--- config.mk ---
export PLATFORM = sky130hd
export DESIGN_NAME = div_unsigned
export DESIGN_NICKNAME = d
export VERILOG_FILES = /design/src/rtl/div_pkg.sv /design/src/rtl/div_step.sv /design/src/rtl/div_unsigned.sv
export SDC_FILE = /design/constraint.sdc
export NUM_CORES = 1
export LEC_CHECK = 0
export CAP_MARGIN = 30
export CORE_MARGIN = 2
export CORE_UTILIZATION = 35
export DETAILED_ROUTE_END_ITERATION = 8
export GPL_TIMING_DRIVEN = 0
export MAX_ROUTING_LAYER = met4
export PLACE_DENSITY = 0.55
export SYNTH_ARGS = -nofsm -noshare
export SYNTH_HDL_FRONTEND = slang
export SYNTH_SLANG_ARGS = --single-unit
--- constraint.sdc ---
create_clock -name clk -period 4.5 [get_ports clk]
set_input_delay 0.675 -clock clk [delete_from_list [all_inputs] [get_ports clk]]
set_output_delay 0.675 -clock clk [all_outputs]
set_load 0.02 [all_outputs]
--- src/rtl/div_pkg.sv ---
// rtl/div_pkg.sv - shared width constant and FSM state type for the HI/LO divider
package div_pkg;

    localparam int DIV_WIDTH = 32;

    typedef enum logic {
        IDLE = 1'b0,
        RUN  = 1'b1
    } divState_t;

endpackage

--- src/rtl/div_step.sv ---
// rtl/div_step.sv - one combinational restoring shift-subtract step
module div_step #(
    parameter int WIDTH = 32
) (
    input  logic [WIDTH-1:0] rem,
    input  logic [WIDTH-1:0] quo,
    input  logic [WIDTH-1:0] divisor,
    output logic [WIDTH-1:0] nextRem,
    output logic [WIDTH-1:0] nextQuo
);

    logic [WIDTH:0] remShift;
    logic [WIDTH:0] diff;

    // rem < divisor holds on entry, so the shifted value fits in WIDTH+1 bits
    // and a non-negative difference always fits back into WIDTH bits.
    always_comb begin
        remShift = {rem, quo[WIDTH-1]};
        diff     = remShift - {1'b0, divisor};
        if (!diff[WIDTH]) begin
            nextRem = diff[WIDTH-1:0];
            nextQuo = {quo[WIDTH-2:0], 1'b1};
        end else begin
            nextRem = remShift[WIDTH-1:0];
            nextQuo = {quo[WIDTH-2:0], 1'b0};
        end
    end

endmodule

--- src/rtl/div_unsigned.sv ---
// rtl/div_unsigned.sv - sequential restoring unsigned divider, quotient to LO, remainder to HI
module div_unsigned
    import div_pkg::*;
#(
    parameter int WIDTH = DIV_WIDTH
) (
    input  logic             clk,
    input  logic             rst_n,
    input  logic             start,
    input  logic [WIDTH-1:0] dividend,
    input  logic [WIDTH-1:0] divisor,
    output logic             busy,
    output logic             done,
    output logic             div_by_zero,
    output logic [WIDTH-1:0] division_hi_rem,
    output logic [WIDTH-1:0] division_lo_quo
);

    localparam int CW = (WIDTH > 1) ? $clog2(WIDTH) : 1;
    localparam logic [CW-1:0] LAST_COUNT = CW'(WIDTH - 1);

    divState_t      state;
    divState_t      nextState;
    logic [CW-1:0]  count;
    logic [WIDTH-1:0] remReg;
    logic [WIDTH-1:0] quoReg;
    logic [WIDTH-1:0] divisorReg;
    logic [WIDTH-1:0] hiReg;
    logic [WIDTH-1:0] loReg;
    logic           doneReg;
    logic           dbzReg;
    logic [WIDTH-1:0] stepRem;
    logic [WIDTH-1:0] stepQuo;
    logic           lastStep;

    div_step #(.WIDTH(WIDTH)) u_step (
        .rem     (remReg),
        .quo     (quoReg),
        .divisor (divisorReg),
        .nextRem (stepRem),
        .nextQuo (stepQuo)
    );

    assign lastStep = (state == RUN) && (count == LAST_COUNT);

    always_ff @(posedge clk or negedge rst_n) begin
        if (!rst_n) begin
            state <= IDLE;
        end else begin
            state <= nextState;
        end
    end

    always_comb begin
        nextState = state;
        case (state)
            IDLE:    if (start) nextState = RUN;
            RUN:     if (lastStep) nextState = IDLE;
            default: nextState = IDLE;
        endcase
    end

    // quoReg starts as the dividend and is shifted out MSB-first while quotient bits shift in.
    always_ff @(posedge clk or negedge rst_n) begin
        if (!rst_n) begin
            count      <= '0;
            remReg     <= '0;
            quoReg     <= '0;
            divisorReg <= '0;
            hiReg      <= '0;
            loReg      <= '0;
            doneReg    <= 1'b0;
            dbzReg     <= 1'b0;
        end else begin
            doneReg <= 1'b0;
            case (state)
                IDLE: begin
                    if (start) begin
                        quoReg     <= dividend;
                        divisorReg <= divisor;
                        remReg     <= '0;
                        count      <= '0;
                    end
                end
                RUN: begin
                    remReg <= stepRem;
                    quoReg <= stepQuo;
                    count  <= count + 1'b1;
                    if (lastStep) begin
                        hiReg   <= stepRem;
                        loReg   <= stepQuo;
                        doneReg <= 1'b1;
                        dbzReg  <= (divisorReg == '0);
                    end
                end
                default: ;
            endcase
        end
    end

    assign busy            = (state == RUN);
    assign done            = doneReg;
    assign div_by_zero     = dbzReg;
    assign division_hi_rem = hiReg;
    assign division_lo_quo = loReg;

endmodule

### Word-level counts from Yosys, hierarchy flattened

Cells that the tools add are included.

| storage, ports and cells | value |
|---|---|
| output and inout port bits | 67 |
| word-level logic and storage cells | 31 |
| bits in registers | 168 |
| input port bits | 67 |

| cells by class | value |
|---|---|
| bitwise operators | 1 |
| mux-type cells | 13 |
| reductions and logical operators | 4 |
| equality and inequality tests | 2 |
| add/sub/neg operators | 2 |

Operators by type and width:

| operator | number |
|---|---|
| $pmux W32 S2 | 2 |
| $mux W32 | 3 |
| $sub A33 B32 Y33 | 1 |
| $logic_not A32 Y1 | 1 |
| $pmux W5 S2 | 1 |
| $add A5 B1 Y5 const B | 1 |
| $eq A5 B5 Y1 const B | 1 |
| $mux W1 | 5 |
| $mux W5 | 1 |
| $reduce_and A2 Y1 | 2 |
| $ne A2 B2 Y1 const B | 1 |
| $pmux W1 S2 | 1 |
| $logic_and A1 B1 Y1 | 1 |
| $not A1 Y1 | 1 |

### Logic depth before layout (Yosys ltp)

| depth | value |
|---|---|
| depth after elaboration | 4 |
| mapped depth | 14 |
| depth with buffers taken out | 12 |

### Modules after synthesis

Synthesis repeated with hierarchy kept, for this count alone.

| second synthesis, totals | value |
|---|---|
| cells, all modules | 792 |
| area total of the unflattened synthesis | 9281.4 um2 |

Modules (own cells, without submodules):

| module | sequential area each (um2) | cells each | area each (um2) | times used |
|---|---|---|---|---|
| div_unsigned | 4204.0 | 456 | 6690.2 | 1 |
| div_step | 0.0 | 336 | 2591.2 | 1 |

### Least setup slack after synthesis

Ideal clock, no wire load.

| path | value |
|---|---|
| path kind | reg2reg |
| start point | reg quoReg[31] |
| end point | reg hiReg[2], in the netlist division_hi_rem[2] |
| arrival time | 2.919 ns |
| path slack | 1.457 ns |
| cell stages (with the launch flop) | 13 |
| period minus slack after synthesis | 3.043 ns |
| setup time | 0.125 ns |
| required time | 4.375 ns |
| path through | dfrtp_1 > inv_1 > ha_1 > inv_1 > fa_1 > a211oi_2 > nor4_2 > o311ai_2 > a31oi_2 > mux2_4 > nor2_8 > mux2_4 > mux2_2 |

| on the way | value |
|---|---|
| longest elaborated chain between the ends | 2 |

Ends and longest elaborated chain:

| what | RTL line | source |
|---|---|---|
| start, declared | div_unsigned.sv:26 | `logic [WIDTH-1:0] quoReg;` |
| start signal, assigned | div_unsigned.sv:79 | `quoReg <= dividend;` |
| start signal, assigned | div_unsigned.sv:87 | `quoReg <= stepQuo;` |
| $sub A33 B32 Y33 | div_step.sv:19 | `diff = remShift - {1'b0, divisor};` |
| $mux W32 | div_step.sv:20 | `if (!diff[WIDTH]) begin` |
| end signal, assigned | div_unsigned.sv:90 | `hiReg <= stepRem;` |
| end, declared | div_unsigned.sv:28 | `logic [WIDTH-1:0] hiReg;` |

No other way between the ends.
A chain may end at the register's enable or synchronous reset.

### Worst setup path after layout

| path | value |
|---|---|
| start point | reg quoReg[31] |
| end point | reg remReg[20] |

| on the way | value |
|---|---|
| longest elaborated chain between the ends | 3 |

Ends and longest elaborated chain:

| what | RTL line | source |
|---|---|---|
| $sub A33 B32 Y33 | div_step.sv:19 |  |
| $mux W32 | div_step.sv:20 |  |
| $pmux W32 S2 | div_unsigned.sv:76 | `case (state)` |
| end signal, assigned | div_unsigned.sv:86 | `remReg <= stepRem;` |
| end, declared | div_unsigned.sv:25 | `logic [WIDTH-1:0] remReg;` |

No other way between the ends.

==> out/results.ini <==
[die]
fp.dieH_um = 164
die_x_um = 164
io_pins = 134
start_util_pct = 35.6
std_cell_rows = 58
dieArea_um2 = 26800
core_um2 = 25100

[global_route]
grt_usage_pct = 20.1
grt_max_degree = 97
grt_use_met3_pct = 3.21
first_global_vias = 7373
use_met1_pct = 27.6
grt_pass1_wl_um = 40700
overflow = 0
grt-busiest-layer = met2
use_met2_pct = 31.2
antenna_found_initial = 0

[clock_tree]
clkLatencyLatePin_ps = 440
cts.sinks = 168
cts_root_buf = clkbuf_16
htreeDepth = 4
cts_tree = built
postCtsHoldBufs = 0
clk_path_buf_depth = 2
cts_buffers = 17
post_cts_buffers = 0
cts_resized = 0
path_clk_slew_ps = 80

[yosys]
synth-edff-count = 0
yosys_warnings = 0
yosys_register_bits = 168
synthTopCellsByArea = dfrtp_1, nand2_1, mux2i_1, o21ai_0, ha_1
yosys.area.top_type_share_pct = 47.0
synth_area_um2 = 8940
synth.distinct_cells = 61
synthFlopType = dfrtp_1
seq_area_frac_synth_pct = 47.0
syn_area_per_cell_um2 = 9.03
synth_cells = 990
postSynth.asyncResetShare_pct = 100
syn_nets = 1092
synth_top_area_cell = dfrtp_1

[final_layout]
most-common-layout-cells = nand2_1, dfrtp_1, clkdlybuf4s50_1
syn_to_final_growth_pct = 26.6
drive_gt1_share_pct = 5.36
fillCellCount = 2530
diodes = 0
seq_area_um2 = 4200
final_common_cell = nand2_1
multi_input_area_um2 = 4290
final_cell_count_no_fill = 1486
layout.nets = 1245

[worst_setup_path]
cp.required_ps = 4800
r2r_setup_slack_ps = 780
r2r-start = quoReg[31]$_DFFE_PN0P_
cp_max_fo = 10
crit_path_start_kind = flip-flop
end_kind = flip-flop
r2r_cells = 13
critPathKind = flip-flop to flip-flop
endpoint = remReg[20]$_DFFE_PN0P_
critical_path.startpoint = quoReg[31]$_DFFE_PN0P_
worstPathArrival_ps = 4010
r2r_end = remReg[20]$_DFFE_PN0P_

[placed_design]
dp.cells = 1454
place.gp.congestion = 0.919
hpwl_um = 19200
io_buffers = 133

[timing]
tns_ps = 0
post-route-min-period_ps = 3720
clock_skew_ps = 15.2
rsz0062_at_grt = false
tightest_slew_ps = 789
whs_ps = 169
hold_viol_final = 0
relSlewSlack_pct = 47.4
finalSetupViolations = 0
drv_slew = 0
period_share_pct = 82.6
max_freq_mhz = 269

[drt]
drt_iter0_drc = 497
vias_per_cell = 5.06
drc = 0
vias = 7520
wirelength_um = 25500
firstDrtPassIters = 5
routedWlPerCell_um = 17.2
drtAntennaViolNets = 0

[power_and_ir_drop]
leakage_uw = 0.00504
power.density_nw_per_um2 = 966
vdd_drop_max_v = 0.000356

[job]
cap_violations = 0

[worst_hold_path]
hold_class = input port to async pin

[status]
status = complete, no violations

sequential cells by signal, indices dropped and copies added, names as in the netlist, 5 cells and up:
register / count
division_hi_rem: 32
division_lo_quo: 32
divisorReg: 32
quoReg: 32
remReg: 32
count: 5
power by group:
part / internal [µW] / total (µW) / switching (µW)
logic: 2760 / 6650 / 3890
registers: 2280 / 2800 / 523
clock network: 757 / 1470 / 716
total: 5800 / 10900 / 5120
critical path, stage by stage, from the launching register on:
cell and delay (ps):
dfrtp_1 430, inv_1 80, ha_1 160, inv_1 50, fa_1 430, a211oi_2 330, nor4_2 120, o311ai_2 430
a31oi_2 240, mux2_4 380, nor2_8 190, buf_6 210, mux2i_1 410, o22ai_1 120
Yosys cell counts (all sizes together) (5+ instances only):
cell and instances:
nand2 246, dfrtp 168, o21ai 122, mux2i 57, clkbuf 46, inv 42
ha 34, a21oi 33, nor2 27, o22ai 24, buf 17, nand3 17
xor2 17, nor4 13, a21o 12, a31oi 12, nand4 11, xnor2 10
nor3b 8, nor2b 6, o21bai 6, and3 5, nor3 5, o211ai 5
or3 5
logic make-up after synthesis:
| logic type | after synthesis | share of synthesized area [%] |
|---|---|---|
| compound gates | 241 | 16.1 |
| simple gates | 353 | 17.4 |
| flops | 168 | 47.0 |
| mux | 61 | 6.97 |
| fa+ha+maj | 35 | 4.98 |
| buf+inv | 105 | 4.95 |
| xor+xnor | 27 | 2.64 |
layout make-up:
| cell class | instances | area share, % |
|---|---|---|
| flip-flops and latches | 168 | 37.2 |
| repair buffers | 134 | 12.1 |
| inverters | 42 | 1.39 |
| clock inverters | 14 | 1.40 |
| multi-input cells | 717 | 37.9 |
| plain buffers | 63 | 2.52 |
| clock buffers | 18 | 3.88 |
| well taps | 330 | 3.65 |
stage by stage:
step | power [µW] | worst slack (ps) | cell area (µm²) | utilization [%]
floorplan | 7410 | 1460 | 8940 | -
global placement | 9440 | -4420 | 10700 | 42.6
detailed placement | 9500 | 787 | 10700 | 42.7
CTS | 11000 | 779 | 11300 | 45.1
global route | 11800 | 625 | 11300 | 45.1
finish | 10900 | 783 | 11300 | 45.1
worst min path at each step:
stage | startpoint | to | slack [ps]
6_report | rst_n | division_lo_quo[9]$_DFFE_PN0P_ | 170
3_3_place_gp | division_lo_quo[21]$_DFFE_PN0P_ | division_lo_quo[21]$_DFFE_PN0P_ | 460
2_1_floorplan | rst_n | busy$_DFF_PN0_ | 380
3_5_place_dp | division_lo_quo[16]$_DFFE_PN0P_ | division_lo_quo[16]$_DFFE_PN0P_ | 460
4_1_cts | rst_n | division_lo_quo[9]$_DFFE_PN0P_ | 210
5_1_grt | rst_n | division_lo_quo[9]$_DFFE_PN0P_ | 220
per-layer routing:
layer	part of all wire [%]	vias up
li1	-	3748
met1	49	3578
met2	46	172
met3	4.2	22
met4	1.4	0
met5	0	-
(Power assumes the default switching activity.)
